### src/rtl/button_conditioner_if.sv
`default_nettype none
// ============================================================================
// Module      : button_conditioner_if
// Description : Button pins, debounced outputs and event-flag handshake.
// Revision    : 1.0 - initial release
// ============================================================================
interface button_conditioner_if #(
   parameter int NUM_BTN = 4
);
   logic [NUM_BTN-1:0] buttons_raw;
   logic [NUM_BTN-1:0] event_clr;
   logic [NUM_BTN-1:0] buttons_level;
   logic [NUM_BTN-1:0] press_pulse;
   logic [NUM_BTN-1:0] event_flags;
   logic               event_any;

   modport master (
      output buttons_raw,
      output event_clr,
      input  buttons_level,
      input  press_pulse,
      input  event_flags,
      input  event_any
   );

   modport slave (
      input  buttons_raw,
      input  event_clr,
      output buttons_level,
      output press_pulse,
      output event_flags,
      output event_any
   );
endinterface
`default_nettype wire

### src/rtl/button_conditioner.sv
`default_nettype none
// ============================================================================
// Module      : button_conditioner
// Description : Per-channel synchronise + debounce, press strobes, sticky flags.
// Revision    : 1.0 - initial release
// ============================================================================
module button_conditioner #(
   parameter int NUM_BTN         = 4,
   parameter int DEBOUNCE_CYCLES = 50000,
   parameter int ACTIVE_LOW      = 1
) (
   input  wire logic           clk,
   input  wire logic           rst,
   button_conditioner_if.slave btn_if
);
   localparam int                 CNT_W      = $clog2(DEBOUNCE_CYCLES);
   localparam logic [CNT_W-1:0]   c_cnt_max  = CNT_W'(DEBOUNCE_CYCLES - 1);
   localparam logic               c_released = (ACTIVE_LOW != 0);

   logic [NUM_BTN-1:0] stable_q;
   logic [NUM_BTN-1:0] stable_d;
   logic [NUM_BTN-1:0] rise;
   logic [NUM_BTN-1:0] pulse_q;
   logic [NUM_BTN-1:0] flags_q;
   logic [NUM_BTN-1:0] flags_d;
   logic               any_q;

   genvar i;
   generate
      for (i = 0; i < NUM_BTN; i++) begin : g_chan
         logic             sync1_q;
         logic             sync2_q;
         logic             sampled;
         logic             st_q;
         logic             st_d;
         logic [CNT_W-1:0] cnt_q;
         logic [CNT_W-1:0] cnt_d;

         assign sampled = sync2_q ^ c_released;

         always_comb begin
            st_d  = st_q;
            cnt_d = '0;
            if (sampled != st_q) begin
               if (cnt_q == c_cnt_max) begin
                  st_d = sampled;
               end else begin
                  cnt_d = cnt_q + 1'b1;
               end
            end
         end

         always_ff @(posedge clk) begin
            if (rst) begin
               sync1_q <= c_released;
               sync2_q <= c_released;
               st_q    <= 1'b0;
               cnt_q   <= '0;
            end else begin
               sync1_q <= btn_if.buttons_raw[i];
               sync2_q <= sync1_q;
               st_q    <= st_d;
               cnt_q   <= cnt_d;
            end
         end

         assign stable_q[i] = st_q;
         assign stable_d[i] = st_d;
      end
   endgenerate

   // Set takes priority over a same-edge clear so no press is ever lost.
   assign rise    = stable_d & ~stable_q;
   assign flags_d = (flags_q & ~btn_if.event_clr) | rise;

   always_ff @(posedge clk) begin
      if (rst) begin
         pulse_q <= '0;
         flags_q <= '0;
         any_q   <= 1'b0;
      end else begin
         pulse_q <= rise;
         flags_q <= flags_d;
         any_q   <= |flags_d;
      end
   end

   assign btn_if.buttons_level = stable_q;
   assign btn_if.press_pulse   = pulse_q;
   assign btn_if.event_flags   = flags_q;
   assign btn_if.event_any     = any_q;
endmodule
`default_nettype wire

### src/flat_wrapper.sv
// flat-port wrapper written by rule: the top's interface ports become plain ports
module button_conditioner_flat 
#(
   parameter int NUM_BTN         = 4,
   parameter int DEBOUNCE_CYCLES = 50000,
   parameter int ACTIVE_LOW      = 1
)
  (clk, rst, btn_if_buttons_raw, btn_if_event_clr, btn_if_buttons_level, btn_if_press_pulse, btn_if_event_flags, btn_if_event_any);
  button_conditioner_if #(.NUM_BTN(NUM_BTN)) btn_if_i ();
  input  wire logic clk;
  input  wire logic rst;
  input wire logic [$bits(btn_if_i.buttons_raw)-1:0] btn_if_buttons_raw;
  input wire logic [$bits(btn_if_i.event_clr)-1:0] btn_if_event_clr;
  output wire logic [$bits(btn_if_i.buttons_level)-1:0] btn_if_buttons_level;
  output wire logic [$bits(btn_if_i.press_pulse)-1:0] btn_if_press_pulse;
  output wire logic [$bits(btn_if_i.event_flags)-1:0] btn_if_event_flags;
  output wire logic [$bits(btn_if_i.event_any)-1:0] btn_if_event_any;
  assign btn_if_i.buttons_raw = btn_if_buttons_raw;
  assign btn_if_i.event_clr = btn_if_event_clr;
  assign btn_if_buttons_level = btn_if_i.buttons_level;
  assign btn_if_press_pulse = btn_if_i.press_pulse;
  assign btn_if_event_flags = btn_if_i.event_flags;
  assign btn_if_event_any = btn_if_i.event_any;
  button_conditioner #(.NUM_BTN(NUM_BTN), .DEBOUNCE_CYCLES(DEBOUNCE_CYCLES), .ACTIVE_LOW(ACTIVE_LOW)) u_core (.clk(clk), .rst(rst), .btn_if(btn_if_i));
endmodule
### config.mk
export PLATFORM = sky130hd
export DESIGN_NAME = button_conditioner_flat
export DESIGN_NICKNAME = d
export VERILOG_FILES = /design/src/rtl/button_conditioner_if.sv /design/src/rtl/button_conditioner.sv /design/src/flat_wrapper.sv
export SDC_FILE = /design/constraint.sdc
export NUM_CORES = 1
export LEC_CHECK = 0
export BUFFER_PORTS_ARGS = -buffer_cell sky130_fd_sc_hd__buf_2
export CAP_MARGIN = 10
export CORE_MARGIN = 2
export CORE_UTILIZATION = 54
export DETAILED_ROUTE_END_ITERATION = 16
export PLACE_DENSITY = 0.82
export SLEW_MARGIN = 20
export SYNTH_ARGS = -nofsm -noshare
export SYNTH_HDL_FRONTEND = slang
export SYNTH_SLANG_ARGS = --single-unit
### constraint.sdc
create_clock -name clk -period 2.6 [get_ports clk]
set_clock_uncertainty 0.1 [all_clocks]
set_input_delay 0.39 -clock clk [delete_from_list [all_inputs] [get_ports clk]]
set_output_delay 0.39 -clock clk [all_outputs]
set_load 0.005 [all_outputs]
## Word level (Yosys, flattened, before mapping)

Index checks and enable logic that the tools add are counted.
Widths: inputs -> output; s select.

- Add/subtract/negate cells: 4
- Equal/unequal tests: 8
- Muxes and demuxes: 8
- Bitwise logic cells: 13
- Reduce and logical (&&, ||, !) cells: 5

Operators with widths:

| kind | count |
|---|---|
| $add 16x1->16 const B | 4 |
| $eq 16x16->1 const B | 4 |
| $reduce_or 3->1 | 4 |
| $and 4x4->4 | 2 |
| $mux 1 | 8 |
| $not 1->1 | 8 |
| $not 4->4 | 2 |
| $ne 1x1->1 | 4 |
| $or 4x4->4 | 1 |
| $reduce_or 4->1 | 1 |

- Register bits after elaboration: 85
- Input bits: 10
- Output and inout bits: 13
- Logic and storage cells: 57

## Longest topological paths before layout

- Word-level depth: 6
- Mapped depth: 7
- Depth with buffers taken out: 5

## Worst setup path after synthesis

No wires, ideal clock.

- Path type: register to register
- From: register u_core.g_chan[2].cnt_q[5]
- To: register u_core.g_chan[2].cnt_q[8]
- Library setup time: 115 ps
- Arrival time: 1590 ps
- Required time: 2385 ps
- Setup slack: 795 ps
- Stages on the path, launching flop included: 7
- Buffers on the path: 2
- Period minus slack after synthesis: 1805 ps
- Cells stage by stage: dfxtp_1 -> or4b_4 -> nor4_4 -> or2_1 -> buf_6 -> buf_12 -> nor2_1

- Cells in the longest elaborated chain, start to end: 2
- Elaborated cells between the ends (all ways): 3
- Those cells by class: add/sub: 1; eq/ne: 1; reduce/logical: 1

RTL lines:

| item | line | source |
|---|---|---|
| start, declared | button_conditioner.sv:36 | `logic [CNT_W-1:0] cnt_q;` |
| start signal, assigned | button_conditioner.sv:63 | `cnt_q <= cnt_d;` |
| parallel branches: the longest is 2 deep, another holds $add 16x1->16 | - |  |

Parallel ways; which one is timed is not known.
A chain may end at the register's enable or synchronous reset.

## Worst setup path after layout

- From: register u_core.g_chan[2].cnt_q[6]
- To: register u_core.g_chan[2].cnt_q[7]

The elaborated chain is that of the path after synthesis.

==> impl_metrics.env <==
export IMPL_status="complete, no violations"
export IMPL_n_fill_cell=541
export IMPL_cp_max_fo=14
export IMPL_worstPathArrival_ns=2.22
export IMPL_final_common_cell="dfxtp_1"
export IMPL_drtIter0Drc=143
export IMPL_antenna_found_initial=0
export IMPL_start_kind="register"
export IMPL_syn_inst=386
export IMPL_grt_pass1_vias=2599
export IMPL_p_clk_share_pct=43.0
export IMPL_remaining_drc_errors=0
export IMPL_power_density_mw_per_mm2=604.6
export IMPL_ys_flop_type="dfxtp_1"
export IMPL_fmax_mhz=473.9
export IMPL_synth_top_area_share_pct=47.70
export IMPL_hold_class="primary input to register"
export IMPL_worstMarginPinSlew_ns=0.5543
export IMPL_ctsHoldBuffers=0
export IMPL_post_drt_via_cell_ratio=5.702
export IMPL_ys_async_sr_fraction_pct=0
export IMPL_rows=29
export IMPL_final_cells=487
export IMPL_coreArea_mm2=0.006386
export IMPL_die_area_mm2=0.007272
export IMPL_pwr_share_comb_pct=1.3
export IMPL_crit_chain="or4b_4 -> nor4_4 -> or2_1 -> nor2_1"
export IMPL_rsz0062_at_grt="false"
export IMPL_area_growth_syn_to_layout_pct=9.365
export IMPL_maxSlewViolCount=0
export IMPL_netSwitchingPower_mw=0.4671
export IMPL_hpwl_um=4619
export IMPL_worst_hold_slack_ns=0.1265
export IMPL_cp_startpoint="u_core.g_chan[2].cnt_q[6]"
export IMPL_cts_buffers=9
export IMPL_cts_setup_buffers=0
export IMPL_clockBufferDepth=2
export IMPL_ios=23
export IMPL_period_needed_ns=2.110
export IMPL_ys_types=38
export IMPL_hold_depth=2
export IMPL_nets=419
export IMPL_gp_congestion=0.8147
export IMPL_final_hold_viol_count=0
export IMPL_cts_resized_gates=0
export IMPL_ys_ff_latch=85
export IMPL_die_h_um=85.28
export IMPL_worst_r2r_path_depth=4
export IMPL_routed_wl_um=6684
export IMPL_cts_tree="built"
export IMPL_clock_root_buffer="clkbuf_8"
export IMPL_period_share_pct=81.17
export IMPL_synth_area_leaders="dfxtp_1 (48%), xor2_1 (7.4%), nor2_1 (5.6%), xnor2_1 (3.9%), nand4_1 (3.9%)"
export IMPL_clock_latency_ns=0.34
export IMPL_cts_max_level=3
export IMPL_start_util_pct=55.86
export IMPL_slowest_delay_ns=0.51
export IMPL_layout_common_cells="dfxtp_1 (85), nor2_1 (53), xor2_1 (30)"
export IMPL_drive_above_1_share_pct=13.41
export IMPL_yosys_warnings=0
export IMPL_num_vias=2777
export IMPL_avgSynthCellArea_um2=9.241
export IMPL_netlist_area_mm2=0.003567
export IMPL_grt_max_degree=16
export IMPL_io_buffers=22
export IMPL_ir_drop_v=0.0004642
export IMPL_p_int_mw=1.892
export IMPL_hold_path_end="u_core.g_chan[1].sync1_q"
export IMPL_cp_end_kind="register"
export IMPL_worstReg2RegStart="u_core.g_chan[2].cnt_q[6]"
export IMPL_power_share_sequential_pct=55.7
export IMPL_synth_edf_count=0
export IMPL_fp_dieW_um=85.28
export IMPL_dr_pass1_iters=4
export IMPL_synth_fp_nets=400
export IMPL_path_clk_slew_ns=0.08
export IMPL_yosysSeqAreaShare_pct=47.70
export IMPL_diodes=0
export IMPL_crit_path_top_delay_cell="or2_1"
export IMPL_reg2reg_slack_ns=0.49
export IMPL_swShare_pct=19.80
export IMPL_dp_cells=471
export IMPL_wire_per_inst_um=13.72
export IMPL_gr_total_overflow=0
export IMPL_r2r_end="u_core.g_chan[2].cnt_q[7]"
export IMPL_setup_violations=0
export IMPL_crit_required_ns=2.71
export IMPL_min_from="btn_if_buttons_raw[1]"
export IMPL_p_leak_nw=1.336
export IMPL_grt_use_total_pct=19.72
export IMPL_synth_largest_area_cell="dfxtp_1"
export IMPL_path_class="register to register"
export IMPL_ant_nets=0
export IMPL_grt_pass1_wl_um=11520
export IMPL_drv_cap=0
export IMPL_timing_slew_headroom_pct=63.05
export IMPL_fin_tns_setup_ns=0
export IMPL_cts_sinks=85
critical path, delay by kind of cell (launching register included):
kind             cells  cell delay (ns)
and+or+nand+nor      4             1.46
DFF                  1             0.41
metal layers:
| layer | part of all wire, % | wire length [um] | GRT usage, % | vias to the layer above |
|---|---|---|---|---|
| met4 | 2.1 | 142 | 10.10 | 0 |
| met1 | 47 | 3122 | 25.38 | 1305 |
| met3 | 5.1 | 339 | 4.183 | 11 |
| met5 | 0 | 0 | 0 | - |
| li1 | - | - | - | 1387 |
| met2 | 46 | 3079 | 31.25 | 74 |
logic make-up (layout without fill, tap and decap cells):
family                     after synthesis  in the layout  synth area share [%]
AOI/OAI and AO/OA                       35             35                 5.717
xor gates and xnor gates                46             46                 11.29
adders and majority gates                4              4                 1.403
buffers and inverters                   23             47                 3.578
DFF                                     85             85                 47.70
muxes                                    1              1                0.2806
and+or+nand+nor                        192            192                 30.02
how the worst max path moves through the flow:
stage,endpoint,cells after the start
6_report,u_core.g_chan[2].cnt_q[7],4
5_1_grt,u_core.g_chan[2].cnt_q[7],4
4_1_cts,u_core.g_chan[2].cnt_q[7],4
3_5_place_dp,u_core.g_chan[2].cnt_q[7],4
3_3_place_gp,u_core.g_chan[2].cnt_q[9],4
2_1_floorplan,u_core.g_chan[2].cnt_q[8],6
synth_stat cells, types with 2 or more instances:
cell type / instances
nor2_2: 5
clkbuf_1: 7
and3_1: 13
xnor2_1: 16
or3_1: 10
nor4_1: 5
or2_2: 10
o31ai_1: 3
nor4b_1: 3
or2_1: 2
inv_1: 8
ha_1: 4
nand4_1: 22
nor2_1: 53
nor3_1: 3
and2_1: 4
buf_4: 4
and4_1: 7
nand2_1: 21
dfxtp_1: 85
buf_2: 2
xor2_1: 30
o21ai_0: 10
a21oi_1: 17
nand3_1: 19
o32a_1: 3
nor4bb_1: 6
or4_1: 4
layout make-up:
type                    count  area (um2)  area share, %
inverters                   8       30.03         0.7697
multi-input cells         278        1738          44.55
well taps                  77       96.34          2.470
flip-flops and latches     85        1702          43.62
clock buffers              13       148.9          3.817
clock inverters             3       68.82          1.764
repair buffers             23       117.6          3.015
per-stage QoR:
stage / total power [mW] / util, % / instance area [um2] / worst slack (ns)
global placement: 1.374 / 57.68 / 3684 / 0.5592
detailed placement: 1.375 / 57.68 / 3684 / 0.5005
global route: 2.442 / 61.09 / 3901 / 0.3603
floorplan: 1.365 / - / 3567 / 0.7952
finish: 2.359 / 61.09 / 3901 / 0.4897
CTS: 2.382 / 61.09 / 3901 / 0.4758
registers in the layout (all words and copies together), names as in the netlist:
name,cells
u_core.g_chan.cnt_q,64
u_core.btn_if.event_flags,4
u_core.btn_if.press_pulse,4
u_core.g_chan.st_q,4
u_core.g_chan.sync1_q,4
u_core.g_chan.sync2_q,4
u_core.btn_if.event_any,1
power by group through the flow:
| stage | registers, mW | logic [mW] | clock network [mW] |
|---|---|---|---|
| 2_1_floorplan | 1.34 | 0.0227 | 0 |
| 3_3_place_gp | 1.34 | 0.0304 | 0 |
| 3_5_place_dp | 1.34 | 0.0311 | 0 |
| 4_1_cts | 1.31 | 0.0312 | 1.04 |
| 5_1_grt | 1.31 | 0.0349 | 1.09 |
| 6_report | 1.31 | 0.0309 | 1.02 |
No activity file was read; power rests on OpenSTA's default activity.
